### src/rtl/pipe_pkg.sv
// Shared control-word layout for all pipeline stage registers.
// No logic; field positions here must match the decode stage.
package pipe_pkg;

    localparam int PIPE_CTRL_W = 24;

    localparam int REG_WR_BIT = 5;
    localparam int MEM_WR_BIT = 15;
    localparam int MEM_RD_BIT = 16;

    // MSB first; packs to exactly PIPE_CTRL_W bits.
    typedef struct packed {
        logic [2:0] spare;
        logic       ext_op;
        logic       lu_op;
        logic [1:0] mem_to_reg;
        logic       mem_rd;
        logic       mem_wr;
        logic       sign;
        logic [5:0] alu_fun;
        logic       alu_src2;
        logic       alu_src1;
        logic       reg_wr;
        logic [1:0] reg_dst;
        logic [2:0] pc_src;
    } ctrl_t;

    // True when a control word would touch architectural state.
    function automatic logic ctrl_has_side_effect(input logic [PIPE_CTRL_W-1:0] c);
        return c[REG_WR_BIT] | c[MEM_WR_BIT] | c[MEM_RD_BIT];
    endfunction

endpackage

### src/rtl/pipe_stage_entry.sv
// One storage slot (valid + ctrl + data); clear > load > drain.
// Latency 1 cycle; no handshake of its own, the parent decides load/drain.
module pipe_stage_entry
    import pipe_pkg::*;
#(
    parameter int DATA_W = 32,
    parameter int CTRL_W = PIPE_CTRL_W
) (
    input  logic              clk,
    input  logic              reset,
    input  logic              clear,
    input  logic              load,
    input  logic              drain,
    input  logic [CTRL_W-1:0] ld_ctrl,
    input  logic [DATA_W-1:0] ld_data,
    output logic              valid,
    output logic [CTRL_W-1:0] ctrl,
    output logic [DATA_W-1:0] data
);

    // Control is zeroed whenever the slot empties; data is left alone.
    always_ff @(posedge clk) begin
        if (reset) begin
            valid <= 1'b0;
            ctrl  <= '0;
            data  <= '0;
        end else if (clear) begin
            valid <= 1'b0;
            ctrl  <= '0;
        end else if (load) begin
            valid <= 1'b1;
            ctrl  <= ld_ctrl;
            data  <= ld_data;
        end else if (drain) begin
            valid <= 1'b0;
            ctrl  <= '0;
        end
    end

endmodule

### src/rtl/pipe_stage_reg.sv
// Pipeline stage register with stall/flush; PIPE_STAGE_SKID_BUF_EN adds a skid entry.
// Latency 1 cycle; in_ready = !stall && room (combinational on out_ready unless skid built).
module pipe_stage_reg
    import pipe_pkg::*;
#(
    parameter int DATA_W = 32,
    parameter int CTRL_W = PIPE_CTRL_W
) (
    input  logic              clk,
    input  logic              reset,
    input  logic              flush,
    input  logic              stall,
    input  logic              in_valid,
    output logic              in_ready,
    input  logic [CTRL_W-1:0] in_ctrl,
    input  logic [DATA_W-1:0] in_data,
    output logic              out_valid,
    input  logic              out_ready,
    output logic [CTRL_W-1:0] out_ctrl,
    output logic [DATA_W-1:0] out_data
);

    logic              accept;
    logic              consume;
    logic              out_load;
    logic              out_drain;
    logic [CTRL_W-1:0] out_ld_ctrl;
    logic [DATA_W-1:0] out_ld_data;

    assign accept  = in_valid && in_ready;
    assign consume = out_valid && out_ready;

`ifdef PIPE_STAGE_SKID_BUF_EN
    logic              skid_valid;
    logic [CTRL_W-1:0] skid_ctrl;
    logic [DATA_W-1:0] skid_data;
    logic              skid_load;
    logic              skid_drain;

    // Ready depends only on registered state, breaking the out_ready path.
    assign in_ready    = !stall && !skid_valid;
    assign skid_load   = accept && out_valid && !out_ready;
    assign skid_drain  = consume && skid_valid;
    assign out_load    = skid_drain || (accept && (!out_valid || out_ready));
    assign out_drain   = consume;
    assign out_ld_ctrl = skid_valid ? skid_ctrl : in_ctrl;
    assign out_ld_data = skid_valid ? skid_data : in_data;

    pipe_stage_entry #(
        .DATA_W (DATA_W),
        .CTRL_W (CTRL_W)
    ) u_skid (
        .clk     (clk),
        .reset   (reset),
        .clear   (flush),
        .load    (skid_load),
        .drain   (skid_drain),
        .ld_ctrl (in_ctrl),
        .ld_data (in_data),
        .valid   (skid_valid),
        .ctrl    (skid_ctrl),
        .data    (skid_data)
    );
`else
    assign in_ready    = !stall && (!out_valid || out_ready);
    assign out_load    = accept;
    assign out_drain   = consume;
    assign out_ld_ctrl = in_ctrl;
    assign out_ld_data = in_data;
`endif

    pipe_stage_entry #(
        .DATA_W (DATA_W),
        .CTRL_W (CTRL_W)
    ) u_out (
        .clk     (clk),
        .reset   (reset),
        .clear   (flush),
        .load    (out_load),
        .drain   (out_drain),
        .ld_ctrl (out_ld_ctrl),
        .ld_data (out_ld_data),
        .valid   (out_valid),
        .ctrl    (out_ctrl),
        .data    (out_data)
    );

endmodule

### config.mk
export PLATFORM = sky130hd
export DESIGN_NAME = pipe_stage_reg
export DESIGN_NICKNAME = d
export VERILOG_FILES = /design/src/rtl/pipe_pkg.sv /design/src/rtl/pipe_stage_entry.sv /design/src/rtl/pipe_stage_reg.sv
export SDC_FILE = /design/constraint.sdc
export NUM_CORES = 1
export LEC_CHECK = 0
export ABC_CLOCK_PERIOD_IN_PS = 1200
export BUFFER_PORTS_ARGS = -buffer_cell sky130_fd_sc_hd__buf_2
export CELL_PAD_IN_SITES_DETAIL_PLACEMENT = 0
export CELL_PAD_IN_SITES_GLOBAL_PLACEMENT = 1
export CORE_ASPECT_RATIO = 0.5
export CORE_UTILIZATION = 30
export DETAILED_ROUTE_END_ITERATION = 8
export MAX_ROUTING_LAYER = met4
export PLACE_DENSITY_LB_ADDON = 0.08
export SLEW_MARGIN = 25
export SYNTH_ARGS = -nofsm -noshare
export SYNTH_HDL_FRONTEND = slang
export SYNTH_SLANG_ARGS = --single-unit
### constraint.sdc
create_clock -name clk -period 1.2 [get_ports clk]
set_input_delay 0.18 -clock clk [delete_from_list [all_inputs] [get_ports clk]]
set_output_delay 0.18 -clock clk [all_outputs]
set_load 0.03 [all_outputs]
==> metrics.txt, run 1 <==
worst relative slew slack 76.2%; FF-to-FF setup slack -0.05 ns; RSZ-0062 raised after global routing true; Worst-path clk slew 0.05 ns; Yosys reg bits 57; total number of vias 1872; LEAKAGE 1.61 nW; largest net degree at the start of global routing 55; Clock Latency Late Sink 0.32 ns; Die H 63.7 µm; cts bufs inserted 9; top-area cell type share of the netlist area 50.0%; top cell type by total area after synthesis dfxtp_1; Max-Cap Viols 0; remaining antenna violation count after routing 0; pwr/cell area 1580 nW/µm²; syn nets 262; Setup TNS -1.73 ns; Yosys cell types 18; routability cong. 0.687; WL final 5430 µm; Reg-to-Reg End u_out.data[27]$_SDFFE_PP0P_; pre-CTS WS -0.0790 ns; Netlist Area Pre-Place 2280 µm²; Layout Nets 392; Worst Path Required 1.02 ns; Max stage delay on crit path 0.34 ns; HPWL Detailed 3430 µm; post-route cell area 3460 µm²; GR Overflow Total 0; register area share after synthesis 50.0%; failing checks design-rule violations, negative setup slack; CTS H-tree depth 3; CTS Buffer Depth 2; die area 7980 µm²; Max Fanout on Critical Path 3; Post-Synthesis Cells 200; Root Driver clkbuf_16; Hold Slack 0.0596 ns; crit start category register; count leader, synth nand2b_1; critical path's slowest cell dfxtp_4; Post-synth EDFFs 0; hold crit path type in2reg; CP arrival 1.13 ns; vias in the first global route 1886; Synth Warn # 0; R2R cell count 5; num rows 22; Via density 4.34; Achievable Freq 0.763 GHz; hold_buf cts 0; Peak VDD IR 916 µV; Initial Utilization 31.0%; syn avg cell area 11.4 µm²; Final Skew 0.00352 ns; drt first pass iters 8; n_diodes 0; fraction of final layout cells sized beyond drive strength 1 46.6%; count of final hold-check violations 0; Crit path top cell by count buf_6; Final Max Slew Viols 0; Final Setup Violations 57; port bufs 119; ys flop type dfxtp_1; main area contributors after synthesis dfxtp_1, nand2b_1, mux2i_1, a22o_1, buf_8; total global-route track usage 15.1%; Core Box Area 7350 µm²; first-pass GRT wire length 8820 µm; Worst Slack Setup Final -0.111 ns; worst hold stages 2; drt drc 4; R2R Path Start u_out.valid$_SDFFE_PP0P_; status finished, violations left; # clock sinks 57; worst hold endpoint u_out.ctrl[13]$_SDFFE_PP0P_; period utilization 109%; I/O pins 120; DP Area 2980 µm²; critical-path cell list nor2b_4, buf_6, nor2_4, buf_6; Synth-to-Final Area Change 51.7%; DR iter-0 viols 90; die width 125 µm; post-synthesis async set-or-reset flop share 0%; Final min period 1.31 ns; launch point of the critical path u_out.valid$_SDFFE_PP0P_; initial antenna violation count 0; critical path class reg2out; critical path endpoint category output pin; CTS tree yes; Filler cells 704; wire length per cell 12.6 µm; worst slew pin tran 0.357 ns; hold_sp in_ctrl[13]; Synth top cells by count nand2b_1, dfxtp_1, mux2i_1
where the power goes:
| group | leakage [nW] | switching, mW | internal (mW) |
|---|---|---|---|
| Combinational | 0.975 | 0.289 | 0.258 |
| Clock | 0.170 | 0.860 | 2.08 |
| Sequential | 0.463 | 0.0296 | 1.95 |
| Total | 1.61 | 1.18 | 4.29 |
worst max-delay path, delay by kind of cell, from the launching register on:
kind | cells | cell delay [ns]
DFF | 1 | 0.34
buffers and inverters | 2 | 0.25
and+or+nand+nor | 2 | 0.21
layout by cell type (no fill, tap or decap), drive strengths merged:
| cell | netlist | layout |
|---|---|---|
| nor2b | 1 | 1 |
| buf | 8 | 132 |
| clkbuf | 6 | 12 |
| o21a | 1 | 1 |
| nand2b | 65 | 65 |
| and2b | 1 | 1 |
| dfxtp | 57 | 57 |
| mux2i | 32 | 32 |
| nor3 | 2 | 2 |
| a22o | 24 | 24 |
| nor4 | 1 | 1 |
| bufinv | 0 | 3 |
| clkinv | 0 | 1 |
| a211oi | 1 | 1 |
| nor2 | 1 | 1 |
| inv | 0 | 1 |
flip-flops by register name, summed over array words and instances, names as in the netlist:
register / flops
u_out.ctrl: 24
u_out.data: 32
u_out.valid: 1
worst max path at each step:
stage | endpoint | slack [ns] | cells after the start
final | in_ready | -0.11 | 4
after floorplan | u_out.data[0]$_SDFFE_PP0P_ | -0.10 | 4
after detailed placement | u_out.data[16]$_SDFFE_PP0P_ | -0.08 | 4
after CTS | in_ready | -0.12 | 4
after global routing | in_ready | -0.17 | 4
after global placement | u_out.data[26]$_SDFFE_PP0P_ | -0.02 | 4
cell type report:
class,count,area [µm²],area share [%]
Clock inverter,5,101,2.93
Sequential cell,57,1140,33.1
Timing Repair Buffer,133,813,23.5
Clock buffer,11,243,7.02
Multi-Input combinational cell,129,1040,30.0
Tap cell,96,120,3.47
through the flow:
step / cells / util, % / total power [mW]
global placement: 408 / 40.6 / 2.52
finish: 431 / 47.1 / 5.47
detailed placement: 408 / 40.6 / 2.53
CTS: 430 / 46.7 / 5.55
floorplan: 200 / - / 2.33
global route: 431 / 47.1 / 5.71
layer usage:
| metal | vias to the layer above | wire length (µm) | track usage [%] |
|---|---|---|---|
| li1 | 942 | - | - |
| met1 | 846 | 2550 | 16.7 |
| met2 | 75 | 2360 | 23.0 |
| met3 | 9 | 440 | 7.39 |
| met4 | 0 | 78 | 6.55 |
| met5 | - | 0 | - |
what timing repair did:
| item | in CTS | in global routing |
|---|---|---|
| setup buffers | 4 | 0 |
| cloned | 2 | 1 |
| endpoints found under the hold margin | 0 | 0 |
| setup endpoints to repair | 33 | 57 |
| pin swaps | 2 | 2 |
| gates resized for setup | 8 | 1 |
logic make-up (layout without fill, tap and decap cells):
group	after synthesis	after routing	share of synthesized area, %
AND/OR/NAND/NOR	71	71	21.2
buffers and inverters	14	149	4.83
multiplexers	32	32	14.0
flip-flops	57	57	50.0
AO/OA/AOI/OAI	26	26	9.93
Note: power is estimated with default switching activity, not from simulation.
==> run 2: changes to the inputs <==
--- a/config.mk
+++ b/config.mk
@@ -13,7 +13,7 @@
 export CORE_UTILIZATION = 30
 export DETAILED_ROUTE_END_ITERATION = 8
 export MAX_ROUTING_LAYER = met4
-export PLACE_DENSITY_LB_ADDON = 0.08
+export PLACE_DENSITY = 0.79
 export SLEW_MARGIN = 25
 export SYNTH_ARGS = -nofsm -noshare
 export SYNTH_HDL_FRONTEND = slang
==> run 2 against run 1 <==
Effect of this change:
- die area stayed put
- via count rose by 2.6%
- the flow still finishes with violations (design-rule violations, negative setup slack)
- critical endpoint unchanged
- combinational power down 0.7%
- sequential power about the same
==> metrics.txt, run 2 (same netlist as run 1, synthesis figures left out) <==
Max-Cap Viols 0 (unchanged); CP arrival 1.12 ns (about the same); Via density 4.48 (+3.0%); met3 WL post-DR 220 µm (-50%); Crit path top cell by count buf_6; Root Driver clkbuf_16; Synth-to-Final Area Change 49.0%; CTS H-tree depth 3 (unchanged); DR iter-0 viols 68 (-24%); Final min period 1.30 ns (-0.00719 ns); P_sw 1.20 mW (+1.6%); RSZ-0062 raised after global routing true; LEAKAGE 1.58 nW (-2.0%); area occupied by multi-input gates 1040 µm² (unchanged); Final Setup Violations 25 (-56%); worst slew pin tran 0.398 ns (+0.0412 ns); Worst Path Required 1.02 ns (about the same); largest registers u_out.data x32, u_out.ctrl x24, u_out.valid x1; Largest Register u_out.data; critical-path cell list nor2b_4, buf_6, nor2_4, buf_6; port bufs 119 (unchanged); Initial Utilization 31.0% (unchanged); Achievable Freq 0.767 GHz (+0.55%); hold_buf cts 0 (unchanged); Worst path top cell family by delay flip-flops; drt drc 3 (-1); remaining antenna violation count after routing 0 (unchanged); failing checks design-rule violations, negative setup slack; worst relative slew slack 73.4% (-2.8 points); cts bufs inserted 9 (unchanged); total global-route track usage 15.1% (+0.020 points); crit start category register; first-pass GRT wire length 8750 µm (-0.78%); Final Core Density 46.2% (-0.83 points); routability cong. 0.682 (-0.70%); Peak VDD IR 644 µV (-30%); Bufs and invs on worst path 2 (unchanged); CTS Buffer Depth 2 (unchanged); period utilization 109% (-0.60 points); Clock Latency Late Sink 0.32 ns (about the same); initial antenna violation count 0 (unchanged); die area 7980 µm² (unchanged); Int Pwr 3.87 mW (-9.8%); Max Fanout on Critical Path 3 (unchanged); met2 WL 3030 µm (+28%); wire length per cell 13.1 µm (+3.9%); hold crit path type in2reg; # clock sinks 57 (unchanged); I/O pins 120 (unchanged); Max stage delay on crit path 0.34 ns (about the same); Reg area 1140 µm² (unchanged); critical path class reg2out; Filler cells 707 (+0.43%); vias in the first global route 1855 (-1.6%); critical path endpoint category output pin; commonest cells after routing, fill and taps aside buf_2, nand2b_1, dfxtp_1; GR Overflow Total 0 (unchanged); Die H 63.7 µm (unchanged); drt first pass iters 6 (-2); count of final hold-check violations 0 (unchanged); CTS tree yes; HPWL Detailed 3750 µm (+9.5%); Sw Share 23.6% (+2.1 points); Post-Layout Cell Count 429 (-0.46%); Hold Slack 0.0634 ns (+0.00387 ns); Final Skew 0.00513 ns (+0.00161 ns); Final Max Slew Viols 0 (unchanged); num rows 22 (unchanged); WL final 5620 µm (+3.5%); Placed Instances 406 (-0.49%); fraction of final layout cells sized beyond drive strength 1 46.5% (about the same); critical path's slowest cell dfxtp_4; Worst Slack Setup Final -0.104 ns (+0.00719 ns); Seq pwr share 39.1% (+2.9 points); Gate power share 10.7% (+0.7 points); n_diodes 0 (unchanged); met1 WL 2320 µm (-9.0%); Clock Power Share 50.2% (-3.6 points); most common cell after layout, fill and taps aside buf_2; total number of vias 1920 (+2.6%); Worst-path clk slew 0.05 ns (about the same); max reg flops 32 (unchanged); Core Box Area 7350 µm² (unchanged); top routing layer used met4; Layout Nets 390 (-0.51%); status finished, violations left; pwr/cell area 1490 nW/µm² (-5.7%); largest net degree at the start of global routing 65 (+18%); die width 125 µm (unchanged)
[run 2: cell count changes in the layout (fill, tap and decap cells not counted), sizes merged]
cell	change
buf	-2
bufinv	-2
clkinv	+2
clkbuf	-1
clkinvlp	+1
[run 2: timing repair]
action                     in CTS  in global routing
pin swaps                       2                  2
cloned                          2                  1
buffers inserted                5                  0
gates resized for setup         8                  1
setup endpoints to repair      33                 57
[run 2: worst paths after layout]
check,from,endpoint,slack (ns),cells after the start
min reg2reg,u_out.data[7]$_SDFFE_PP0P_,u_out.data[7]$_SDFFE_PP0P_,0.47,2
min,in_ctrl[3],u_out.ctrl[3]$_SDFFE_PP0P_,0.06,2
max reg2reg,u_out.valid$_SDFFE_PP0P_,u_out.ctrl[12]$_SDFFE_PP0P_,-0.05,5
max,u_out.valid$_SDFFE_PP0P_,in_ready,-0.10,4
[run 2: routing by layer]
layer | global-route usage, % | up-vias
li1 | - | 944
met1 | 14.9 | 930
met2 | 26.5 | 42
met3 | 6.54 | 4
met4 | 5.95 | 0
met5 | - | -
[run 2: power by group through the flow]
stage | sequential, mW | combinational [mW] | clock [mW]
final | 1.98 | 0.543 | 2.54
after global routing | 1.98 | 0.582 | 2.73
after CTS | 1.98 | 0.548 | 2.63
after detailed placement | 2.02 | 0.508 | 0
after global placement | 2.02 | 0.494 | 0
after floorplan | 2.13 | 0.199 | 0
[run 2: stage by stage]
| step | setup TNS, ns | worst slack (ns) | power [mW] | instance area [µm²] |
|---|---|---|---|---|
| 2_1_floorplan | -3.12 | -0.100 | 2.33 | 2280 |
| 3_3_place_gp | -0.344 | -0.0147 | 2.51 | 2970 |
| 3_5_place_dp | -1.62 | -0.0962 | 2.53 | 2970 |
| 4_1_cts | -2.67 | -0.122 | 5.16 | 3400 |
| 5_1_grt | -3.50 | -0.156 | 5.30 | 3400 |
| 6_report | -0.841 | -0.104 | 5.06 | 3400 |
[run 2: cell type report]
type	instances	area share (%)
multi-input combinational	129	30.5
clock inverter	6	1.95
clock buffer	10	7.03
tap	96	3.53
sequential	57	33.7
timing repair buffer	131	23.3
